<file path="config.mk">
export PLATFORM = sky130hd
export DESIGN_NAME = fetch_ctrl
export DESIGN_NICKNAME = d
export VERILOG_FILES = /design/src/rtl/fetch_pkg.sv /design/src/rtl/fetch_pc_reg.sv /design/src/rtl/fetch_ctrl.sv
export SDC_FILE = /design/constraint.sdc
export NUM_CORES = 1
export LEC_CHECK = 0
export ABC_AREA = 1
export BUFFER_PORTS_ARGS = -buffer_cell sky130_fd_sc_hd__clkbuf_2
export CAP_MARGIN = 20
export CORE_MARGIN = 8
export CORE_UTILIZATION = 48
export CTS_CLUSTER_SIZE = 20
export DETAILED_ROUTE_END_ITERATION = 10
export GPL_TIMING_DRIVEN = 0
export PLACE_DENSITY = 0.74
export SYNTH_ARGS = -nofsm -noshare
export SYNTH_HDL_FRONTEND = slang
export SYNTH_SLANG_ARGS = --single-unit
</file>
<file path="constraint.sdc">
create_clock -name clk -period 2.2 [get_ports clk]
set_clock_uncertainty 0.05 [all_clocks]
set_input_delay 0.11 -clock clk [delete_from_list [all_inputs] [get_ports clk]]
set_output_delay 0.11 -clock clk [all_outputs]
set_load 0.02 [all_outputs]
</file>
<file path="src/rtl/fetch_pkg.sv">
// rtl/fetch_pkg.sv - shared types and constants for the instruction-fetch sequencer
package fetch_pkg;

  typedef enum logic [2:0] {
    IDLE,
    FETCH,
    HOLD,
    FLUSH,
    HALT
  } fetch_state_e;

  typedef enum logic [1:0] {
    PC_HOLD,
    PC_INC,
    PC_REDIR
  } pc_sel_e;

  localparam logic [31:0] RESET_PC = 32'h0040_0000;
  localparam logic [31:0] NULL_OP  = 32'h0000_0000;

endpackage

</file>
<file path="src/rtl/fetch_pc_reg.sv">
// rtl/fetch_pc_reg.sv - program counter with hold / increment / redirect next-value mux
module fetch_pc_reg
  import fetch_pkg::*;
#(
  parameter logic [31:0] BOOT_PC = RESET_PC
) (
  input  logic        clk,
  input  logic        rst_n,
  input  pc_sel_e     sel,
  input  logic [31:0] target,
  output logic [31:0] pc,
  output logic [29:0] next_word
);

  logic [31:0] pc_mux;
  logic [31:0] pc_next;

  always_comb begin
    pc_mux = pc;
    unique case (sel)
      PC_INC:   pc_mux = pc + 32'd4;
      PC_REDIR: pc_mux = target;
      default:  pc_mux = pc;
    endcase
    // Word alignment is enforced here so no path can load a misaligned PC.
    pc_next = pc_mux & ~32'h0000_0003;
  end

  assign next_word = pc_next[31:2];

  always_ff @(posedge clk or negedge rst_n) begin
    if (!rst_n) begin
      pc <= BOOT_PC;
    end else begin
      pc <= pc_next;
    end
  end

endmodule

</file>
<file path="src/rtl/fetch_ctrl.sv">
// rtl/fetch_ctrl.sv - fetch FSM, instruction hold register, halt capture and accept counter
module fetch_ctrl
  import fetch_pkg::*;
#(
  parameter logic [31:0] BOOT_PC = RESET_PC
) (
  input  logic        clk,
  input  logic        rst_n,
  output logic        mem_req,
  output logic [29:0] mem_addr,
  input  logic        mem_ack,
  input  logic [31:0] mem_rdata,
  output logic        inst_valid,
  input  logic        inst_ready,
  output logic [31:0] inst,
  output logic [31:0] inst_pc,
  input  logic        redirect_valid,
  input  logic [31:0] redirect_pc,
  output logic        halted,
  output logic [31:0] halt_pc,
  output logic [31:0] fetch_count
);

  fetch_state_e state, state_nxt;
  pc_sel_e      pc_sel;
  logic [31:0]  pc;
  logic [29:0]  next_word;
  logic         load_inst;
  logic         clr_valid;
  logic         set_halt;
  logic         count_inc;

  fetch_pc_reg #(.BOOT_PC(BOOT_PC)) u_pc (
    .clk       (clk),
    .rst_n     (rst_n),
    .sel       (pc_sel),
    .target    (redirect_pc),
    .pc        (pc),
    .next_word (next_word)
  );

  always_comb begin
    state_nxt = state;
    pc_sel    = PC_HOLD;
    load_inst = 1'b0;
    clr_valid = 1'b0;
    set_halt  = 1'b0;
    count_inc = 1'b0;
    unique case (state)
      IDLE: begin
        if (redirect_valid) pc_sel = PC_REDIR;
        state_nxt = FETCH;
      end
      FETCH: begin
        // A pending request cannot be withdrawn, so a redirect without ack must drain it in FLUSH.
        if (redirect_valid) begin
          pc_sel    = PC_REDIR;
          state_nxt = mem_ack ? FETCH : FLUSH;
        end else if (mem_ack) begin
          if (mem_rdata == NULL_OP) begin
            set_halt  = 1'b1;
            state_nxt = HALT;
          end else begin
            load_inst = 1'b1;
            state_nxt = HOLD;
          end
        end
      end
      HOLD: begin
        if (redirect_valid) begin
          pc_sel    = PC_REDIR;
          clr_valid = 1'b1;
          state_nxt = FETCH;
        end else if (inst_valid && inst_ready) begin
          pc_sel    = PC_INC;
          clr_valid = 1'b1;
          count_inc = 1'b1;
          state_nxt = FETCH;
        end
      end
      FLUSH: begin
        if (redirect_valid) pc_sel = PC_REDIR;
        if (mem_ack) state_nxt = FETCH;
      end
      HALT: begin
        state_nxt = HALT;
      end
      default: state_nxt = IDLE;
    endcase
  end

  always_ff @(posedge clk or negedge rst_n) begin
    if (!rst_n) begin
      state       <= IDLE;
      mem_req     <= 1'b0;
      mem_addr    <= BOOT_PC[31:2];
      inst_valid  <= 1'b0;
      inst        <= 32'h0;
      inst_pc     <= 32'h0;
      halted      <= 1'b0;
      halt_pc     <= 32'h0;
      fetch_count <= 32'h0;
    end else begin
      state   <= state_nxt;
      mem_req <= (state_nxt == FETCH) || (state_nxt == FLUSH);
      // The address only advances when a fresh request starts; FLUSH keeps the old one.
      if (state_nxt == FETCH) mem_addr <= next_word;
      if (load_inst) begin
        inst       <= mem_rdata;
        inst_pc    <= pc;
        inst_valid <= 1'b1;
      end else if (clr_valid) begin
        inst_valid <= 1'b0;
      end
      if (set_halt) begin
        halted  <= 1'b1;
        halt_pc <= pc;
      end
      if (count_inc) fetch_count <= fetch_count + 32'd1;
    end
  end

endmodule

</file>
# [After elaboration in Yosys (flattened, before gate mapping)]
# Index checks and enable logic that the tools add are counted.
[word_totals] regBits=190 latchBits=0 ram_bits=0 romBits=0 inputBits=69 word_cells=54 mem_count=0
[op_classes] n_addsub=2 n_mul=0 div_mod_pow=0 magnitude_cmp=0 eq_ne=8 shift=0 mux=28 bitwise=0 reduce_logical=6
[ops] cell="$pmux W32 S2" n=1
[ops] cell="$add A32 B1 Y32 const B" n=1
[ops] cell="$add A32 B3 Y32 const B" n=1
[ops] cell="$logic_not A32 Y1" n=1
[ops] cell="$mux W3" n=6
[ops] cell="$mux W1" n=16
[ops] cell="$pmux W3 S5" n=1
[ops] cell="$eq A3 B2 Y1 const B" n=3
[ops] cell="$eq A3 B1 Y1 const B" n=2
[ops] cell="$mux W2" n=3
[ops] cell="$pmux W2 S2" n=1
[ops] cell="$eq A3 B3 Y1 const B" n=1
[ops] cell="$logic_not A3 Y1" n=1
[ops] cell="$reduce_or A3 Y1" n=1
[ops] cell="$eq A2 B1 Y1 const B" n=1
[ops] cell="$eq A2 B2 Y1 const B" n=1
[ops] cell="$reduce_bool A2 Y1" n=1
[ops] cell="$logic_and A1 B1 Y1" n=1
[ops] cell="$logic_or A1 B1 Y1" n=1

# [Depth between registers and ports, before layout]
# Gate-level depths: netlist of the first run.
[depth] ltp_word=7 ltp_mapped=14 mapped_depth_nobuf=12

# [Hierarchy]
# A second synthesis of the first run with hierarchy kept.
[hier_totals] hier_cells=1198 area_unflattened_um2=9559.2
[modules_own_cells] mod="fetch_ctrl" instances=1 cells_per_inst=856 area_each_um2=7238.2 seq_area_each_um2=4105.2
[modules_own_cells] mod="fetch_pc_reg" instances=1 cells_per_inst=342 area_each_um2=2321.0 seq_area_each_um2=752.0

# [Worst setup path before layout of the first run]
# OpenSTA, ideal clock, no wires.
[synth_path] path_kind="register to register" startpoint="reg state[0]" endpoint="reg mem_addr[3]" setup_ns=0.065 arrival_ns=2.165 path_slack_ns=-0.080 stages_incl_launch_ff=13 path_buffers=3 period_less_slack_ns=2.280 path_cell_list="dfrtp_1 inv_1 nand2_2 nor2_4 nand3_2 clkbuf_1 ha_1 clkbuf_1 clkbuf_1 a21oi_1 a22oi_1 nand2_1 nand2_1"
[synth_between] elab_chain_cells=5 elab_cells_between_ends=17 classes_between="eq/ne: 7; mux: 8; reduce/logical: 2"
[synth_lines] item="start, declared" line_no="fetch_ctrl.sv:24" text="fetch_state_e state, state_nxt;"
[synth_lines] item="start signal, assigned" line_no="fetch_ctrl.sv:104" text="state <= state_nxt;"
[synth_lines] item="$eq A3 B2 Y1, or another cell as far along" line_no="fetch_ctrl.sv:49" text="unique case (state)"
[synth_lines] item="$reduce_or A3 Y1 (no source line)"
[synth_lines] item="$pmux W2 S2 *" line_no="fetch_ctrl.sv:49"
[synth_lines] item="$eq A2 B2 Y1 / $eq A2 B1 Y1 (equally long branches)" line_no="fetch_pc_reg.sv:20" text="unique case (sel)"
[synth_lines] item="$pmux W32 S2 *" line_no="fetch_pc_reg.sv:20"
[synth_lines] item="net next_word[3]" line_no="fetch_ctrl.sv:27" text="logic [29:0] next_word;"
[synth_lines] item="end signal, assigned" line_no="fetch_ctrl.sv:96" text="mem_addr <= BOOT_PC[31:2];"
[synth_lines] item="end signal, assigned" line_no="fetch_ctrl.sv:107" text="if (state_nxt == FETCH) mem_addr <= next_word;"
[synth_lines] item="end, declared" line_no="fetch_ctrl.sv:10" text="output logic [29:0] mem_addr,"
# Mark *: on every way through the listed nets, which the timed path passes. The rest lies on a longest branch.
# A chain may end at the register's enable or synchronous reset.

# [Worst setup path in the final report of the first run]
[layout_path] startpoint="reg state[0]" endpoint="reg mem_addr[10]"
[layout_between] elab_chain_cells=5 elab_cells_between_ends=17 classes_between="eq/ne: 7; mux: 8; reduce/logical: 2"
[layout_lines] item="$eq A3 B2 Y1, or another cell as far along" line_no="fetch_ctrl.sv:49"
[layout_lines] item="$reduce_or A3 Y1 (no source line)"
[layout_lines] item="$pmux W2 S2" line_no="fetch_ctrl.sv:49"
[layout_lines] item="$eq A2 B2 Y1 / $eq A2 B1 Y1 (equally long branches)" line_no="fetch_pc_reg.sv:20"
[layout_lines] item="$pmux W32 S2" line_no="fetch_pc_reg.sv:20"
# Parallel ways exist; a longest one is shown, timed or not.

==> Flow_metrics.wiki, run 1 <==
{| class="wikitable"
! Metric !! Value
|-
| Flip-flop cell with the highest count after synthesis || sky130_fd_sc_hd__dfrtp_1
|-
| Number of distinct standard cells referenced by the synthesized netlist || 36
|-
| Floorplan core area || 18,640 um^2
|-
| Classification of the worst-slack hold path || primary input to flop
|-
| Worst slack at placement || -0.7643 ns
|-
| Clk root buf || sky130_fd_sc_hd__clkbuf_16
|-
| Power per Cell Area || roughly 1000 nW/um^2
|-
| Hold slack || around 0.011 ns
|-
| Hpwl dp || 21.36 mm
|-
| Worst Reg-to-Reg Cells || 10
|-
| Global route total overflow || 0
|-
| Clock latency on the worst-skew pair || between 0.4 and 0.5 ns
|-
| Commonest non-fill, non-tap cell in the layout || sky130_fd_sc_hd__nand2_1
|-
| Proportion of layout cells with a drive suffix above 1 || 0.2471
|-
| Worst slew pin tran || 0.7609 ns
|-
| Mapped cell area || 9075 um^2
|-
| List of cells traversed by the critical path || inv_2 > nand2_2 > nor2_4 > nand3_4 > clkbuf_16 > ha_4 > buf_8 > clkinvlp_4 > o21ai_0 > o21ai_1
|-
| Worst Setup Path Type || flop to flop
|-
| Lkg Pwr || 0.006179 uW
|-
| Maximum capacitance violations || 0
|-
| DRC violation total after the first TritonRoute iteration || 709
|-
| Maximum number of pins on one net before global-route repair || 97
|-
| Worst vdd ir || 0.8996 mV
|-
| Die span in y || around 150 um
|-
| Number of nets in the layout || 1,541
|-
| Critical path endpoint || mem_addr[10]$_DFFE_PN0N_
|-
| Share of synthesized area occupied by flip-flops and latches || 0.5242
|-
| Sink Count || 190
|-
| Worst reg2reg setup slack || between 0.1 and 0.15 ns
|-
| Number of endpoints with negative hold slack in the final report || 0
|-
| Critical path origin || state[0]$_DFF_PN0_
|-
| Setup tns final || 0 ns
|-
| Total Wirelength || 29.36 mm
|-
| Tcrit/Tclk final || 0.9473
|-
| H-tree depth || 4
|-
| Slew headroom || 0.4927
|-
| Number of port buffers || about 220
|-
| Avg Vias per Cell || 5.205
|-
| Initial Util || 0.4868
|-
| Period minus WS final || roughly 2.1 ns
|-
| Max-slew violation count || 0
|-
| Die width || 153.5 um
|-
| Total GRT Usage || 0.2474
|-
| Worst path max stage delay || around 0.4 ns
|-
| Avg Synthesized Cell Area || ~7.9 um^2
|-
| Number of enable flip-flop cells after synthesis || 0
|-
| Library cell contributing the largest single delay on the critical path || sky130_fd_sc_hd__dfrtp_1
|-
| Endpoint of the worst-slack reg-to-reg timing path || mem_addr[10]$_DFFE_PN0N_
|-
| Yosys warning count || 0
|-
| Setup crit end kind || flop
|-
| Number of cells produced by synthesis || 1,153
|-
| DR pass1 iterations || 5
|-
| FF-to-FF Start || state[0]$_DFF_PN0_
|-
| Number of nets with antenna violations after routing || 0
|-
| Async set-or-reset flop fraction in the synthesized netlist || 1.000
|-
| Register bit total from synthesis || 190
|-
| Status || completed
|-
| Clock transition at the registers of the reported paths || 0.07 ns
|-
| FP Rows || 50
|-
| Global-route wire length before repair || 46.91 mm
|-
| Req. time, crit path || 2.45 ns
|-
| Final standard cell area without fillers || 12,130 um^2
|-
| Detailed-route via count || 8,931
|-
| Peak Freq || about 0.48 GHz
|-
| Signal arrival time at the worst endpoint || 2.34 ns
|-
| I/O pin count || 230
|-
| RSZ-0062 raised after global routing || false
|-
| Final Power || approximately 13,000 uW
|-
| Finish-stage setup viols || 0
|-
| Initial antenna violation count || 1
|-
| Startpoint class of the critical path || flop
|-
| Vias in the first global route || around 9,300
|-
| Gp weighted congestion || 0.9661
|-
| Placed standard-cell area || around 11,000 um^2
|-
| Overall die area || 23,560 um^2
|-
| Fill cell count || 1,565
|-
| Area grow syn2layout || 33.67%
|-
| Clock buffer depth || 2
|-
| CTS tree || done
|-
| Drc violations || 0
|-
| Setup WS post-layout || around 0.12 ns
|-
| Largest driver fanout on the critical path || 8
|-
| Routed wirelength normalized by instance count || 17.11 um
|-
| Number of clock buffers inserted by TritonCTS || 17
|-
| Most frequent cells in the layout || sky130_fd_sc_hd__nand2_1, sky130_fd_sc_hd__clkbuf_2, sky130_fd_sc_hd__dfrtp_1, sky130_fd_sc_hd__nor2_1, sky130_fd_sc_hd__o21ai_0
|}
==> worst min-delay path by stage <==
stage	startpoint	end	slack [ns]	depth (start not counted)
after global routing	redirect_pc[25]	u_pc.pc[25]$_DFF_PN0_	0.005	3
after detailed placement	rst_n	fetch_count[12]$_DFFE_PN0P_	0.19	1
final	redirect_pc[20]	mem_addr[18]$_DFFE_PN0N_	0.01	5
after CTS	redirect_pc[4]	u_pc.pc[4]$_DFF_PN0_	0.0005	3
after floorplan	rst_n	fetch_count[0]$_DFFE_PN0P_	-0.24	0
after global placement	mem_rdata[27]	inst[27]$_DFFE_PN0P_	0.27	3
==> state kept, by name, indices dropped and copies added, names as in the netlist <==
name,count
fetch_count,32
inst,32
halt_pc,30
inst_pc,30
mem_addr,30
u_pc.pc,30
state,3
halted,1
inst_valid,1
mem_req,1
==> Yosys cell counts, drive strengths merged, types with 2 or more instances <==
master,instances,share of area
nand2,447,0.19
dfrtp,188,0.52
nor2,114,0.051
o21ai,88,0.050
inv,87,0.036
nand3,69,0.041
a21oi,41,0.023
buf,22,0.017
clkbuf,20,0.0083
xor2,16,0.015
nor3,15,0.0088
a21boi,13,0.011
xnor2,9,0.0087
a22oi,7,0.0063
nand4,6,0.0041
ha,4,0.0055
dfstp,2,0.0058
==> metrics by stage <==
step / utilization / std cells
floorplan: - / 1156
global placement: 0.5632 / 1613
detailed placement: 0.5652 / 1614
CTS: 0.6378 / 1703
global route: 0.6507 / 1716
finish: 0.6507 / 1716
==> routing by layer <==
layer	wire length, um	part of all wire	GRT usage
met3	1952	0.066	0.04905
met4	1404	0.048	0.1335
met2	14010	0.48	0.4110
met1	11990	0.41	0.2996
met5	0	0	0
==> where the power goes <==
part	switching, uW	internal, uW
combinational	2830	1360
clock	1380	1910
sequential	660	4430
==> worst max-delay path, delay by kind of cell, from the launching register on <==
kind	cells	cell delay (ns)
simple gates	3	0.33
buf+inv	4	0.54
fa+ha+maj	1	0.25
compound gates	2	0.39
flops	1	0.39
==> what timing repair did <==
action	CTS	global route
pin swaps	5	5
buffers inserted	5	11
endpoints found under the setup margin	60	50
resized for setup	39	45
hold buffers	53	1
endpoints found under the hold margin	148	1
==> cell type report <==
class | instances | area, um^2 | share of cell area
tap | 234 | 292.8 | 0.02414
timing repair buffer | 294 | 1813 | 0.1495
inverter | 87 | 339.1 | 0.02795
clock buffer | 22 | 474.2 | 0.03909
antenna | 1 | 2.502 | 0.0002063
clock inverter | 10 | 152.6 | 0.01258
buffer | 41 | 331.6 | 0.02733
multi-input combinational | 837 | 3968 | 0.3271
sequential | 190 | 4757 | 0.3922
==> cells by family (layout without fill, tap and decap cells) <==
| logic type | count (synthesis) | in the layout | synth area share |
|---|---|---|---|
| other | 1 | 5 | 0.0004132 |
| and+or+nand+nor | 653 | 653 | 0.2920 |
| DFF | 190 | 190 | 0.5242 |
| adders and majority gates | 4 | 4 | 0.005515 |
| xor gates and xnor gates | 25 | 25 | 0.02413 |
| buffers and inverters | 129 | 454 | 0.06108 |
| AOI/OAI and AO/OA | 151 | 151 | 0.09265 |
Power figures use the tool's default switching activity.
==> run 2: changes to the inputs <==
CORE_MARGIN = not set   (was 8)
CORE_UTILIZATION = 45   (was 48)
PLACE_DENSITY = 0.7   (was 0.74)
==> Flow_metrics.wiki, run 2 (same netlist as run 1, synthesis figures left out) <==
{| class="wikitable"
! Metric !! Value
|-
| Status || completed
|-
| Most frequent cells in the layout || sky130_fd_sc_hd__nand2_1, sky130_fd_sc_hd__clkbuf_2, sky130_fd_sc_hd__dfrtp_1, sky130_fd_sc_hd__nor2_1
|-
| Worst slew pin tran || ~0.74 ns
|-
| Area grow syn2layout || 33.39%
|-
| Placed standard-cell area || 10,580 um^2
|-
| Sink Count || 190
|-
| Signal arrival time at the worst endpoint || 2.37 ns
|-
| Tcrit/Tclk final || 0.9465
|-
| Clock transition at the registers of the reported paths || about 0.070 ns
|-
| Finish-stage setup viols || 0
|-
| Cells after DPL || roughly 1,600
|-
| Gp weighted congestion || 0.9436
|-
| Slew headroom || 0.5045
|-
| Die span in y || 144.0 um
|-
| Length of routed met3 wiring || approximately 1.7 mm
|-
| Worst hold path depth || 3
|-
| Global route total overflow || 0
|-
| I/O pin count || 230
|-
| Initial antenna violation count || 0
|-
| Regs by FF count || fetch_count (32), inst (32)
|-
| CTS tree || done
|-
| Worst vdd ir || 0.6490 mV
|-
| Routed wirelength normalized by instance count || 15.70 um
|-
| Proportion of layout cells with a drive suffix above 1 || 0.2415
|-
| Worst Reg-to-Reg Cells || 12
|-
| Total Wirelength || ~27 mm
|-
| Post-layout util || 0.6179
|-
| Uppermost layer routed || met4
|-
| Avg Vias per Cell || between 5 and 6
|-
| Maximum number of pins on one net before global-route repair || approximately 100
|-
| Finished Layout Cells || 1,743
|-
| Die width || roughly 140 um
|-
| Drc violations || 0
|-
| Diodes inserted || 0
|-
| DRC violation total after the first TritonRoute iteration || between 500 and 600
|-
| Global-route wire length before repair || 43.00 mm
|-
| Total GRT Usage || 0.2711
|-
| Fill cell count || between 1,500 and 2,000
|-
| Initial Util || 0.4632
|-
| Number of nets in the layout || approximately 1,500
|-
| Final standard cell area without fillers || between 10,000 and 15,000 um^2
|-
| Req. time, crit path || 2.49 ns
|-
| Detailed-route via count || 8,776
|-
| H-tree depth || 4
|-
| Number of clock buffers inserted by TritonCTS || 17
|-
| Setup crit end kind || flop
|-
| Vias in the first global route || ~8,500
|-
| Lkg Pwr || ~0.0061 uW
|-
| Final Power || ~12,000 uW
|-
| Metal1 wirelength || 11.87 mm
|-
| Startpoint class of the critical path || flop
|-
| Hpwl dp || 19.90 mm
|-
| Worst Setup Path Type || flop to flop
|-
| Number of endpoints with negative hold slack in the final report || 0
|-
| Peak Freq || 0.4802 GHz
|-
| Overall die area || around 21,000 um^2
|-
| Detailed route wirelength on metal2 || 12.87 mm
|-
| Clk root buf || sky130_fd_sc_hd__clkbuf_16
|-
| Number of port buffers || 223
|-
| Clock latency on the worst-skew pair || 0.43 ns
|-
| Clock buffer depth || 2
|-
| DR pass1 iterations || 5
|-
| Maximum capacitance violations || 0
|-
| Largest driver fanout on the critical path || 15
|-
| FP Rows || 51
|-
| Classification of the worst-slack hold path || primary input to flop
|-
| Number of nets with antenna violations after routing || 0
|-
| Power per Cell Area || between 1000 and 1500 nW/um^2
|-
| Commonest non-fill, non-tap cell in the layout || sky130_fd_sc_hd__nand2_1
|-
| Period minus WS final || between 2 and 2.5 ns
|-
| Max-slew violation count || 0
|-
| Floorplan core area || a little under 20,000 um^2
|}
[run 2: metal layers]
metal / global-route usage / vias up
li1: - / 4266
met1: 0.3643 / 4139
met4: 0.1103 / 0
met2: 0.4307 / 314
met3: 0.05166 / 57
met5: 0 / -
[run 2: final timing paths]
path / from / end / slack (ns)
worst max register to register: state[0]$_DFF_PN0_ / mem_addr[15]$_DFFE_PN0N_ / 0.12
worst min-delay path: redirect_pc[6] / u_pc.pc[6]$_DFF_PN0_ / 0.003
min in group asynchronous: rst_n / inst[17]$_DFFE_PN0P_ / 0.24
worst max-delay path: state[0]$_DFF_PN0_ / mem_addr[15]$_DFFE_PN0N_ / 0.12
worst min register to register: halted$_DFFE_PN0P_ / halted$_DFFE_PN0P_ / 0.43
max in group asynchronous: rst_n / mem_addr[20]$_DFFE_PN1N_ / 0.92
[run 2: where the power goes]
part / switching [uW] / total (uW) / internal [uW]
Combinational: 2770 / 4140 / 1360
Sequential: 646 / 5080 / 4430
Clock: 1470 / 3080 / 1610
[run 2: worst max-delay path, cell delays in order (launching register included)]
cell and delay (ns):
sky130_fd_sc_hd__dfrtp_1 0.39, sky130_fd_sc_hd__inv_2 0.08, sky130_fd_sc_hd__nand2_2 0.09, sky130_fd_sc_hd__nor2_4 0.13
sky130_fd_sc_hd__nand3_4 0.11, sky130_fd_sc_hd__inv_4 0.17, sky130_fd_sc_hd__ha_4 0.20, sky130_fd_sc_hd__buf_4 0.13
sky130_fd_sc_hd__clkbuf_4 0.20, sky130_fd_sc_hd__nand3_1 0.10, sky130_fd_sc_hd__nand2_1 0.07, sky130_fd_sc_hd__nand2_1 0.06
sky130_fd_sc_hd__o21ai_0 0.20
[run 2: area by class of cell]
class,instances,area [um^2],area share
sequential,190,4757,0.3930
multi-input combinational,837,3973,0.3282
timing repair buffer,292,1805,0.1491
clock buffer,18,429.2,0.03545
inverter,87,332.8,0.02749
tap,265,331.6,0.02739
buffer,40,325.3,0.02687
clock inverter,14,151.4,0.01251
[run 2: metrics by stage]
step	TNS [ns]	setup slack (ns)	hold WS, ns
4_1_cts	0	0.01173	0.002035
3_5_place_dp	-32.84	-0.7191	0.1700
3_3_place_gp	-536.95	-2.691	0.2705
2_1_floorplan	0	0.02643	-0.2356
6_report	0	0.1176	0.002822
5_1_grt	-0.05377	-0.02771	0.02472
[run 2: timing repair]
action,CTS,global route
hold endpoints to repair,148,1
hold buffers,56,1
gates resized for setup,40,40
pin swaps,4,6
setup endpoints to repair,60,52
cloned,0,0
buffers inserted,4,7
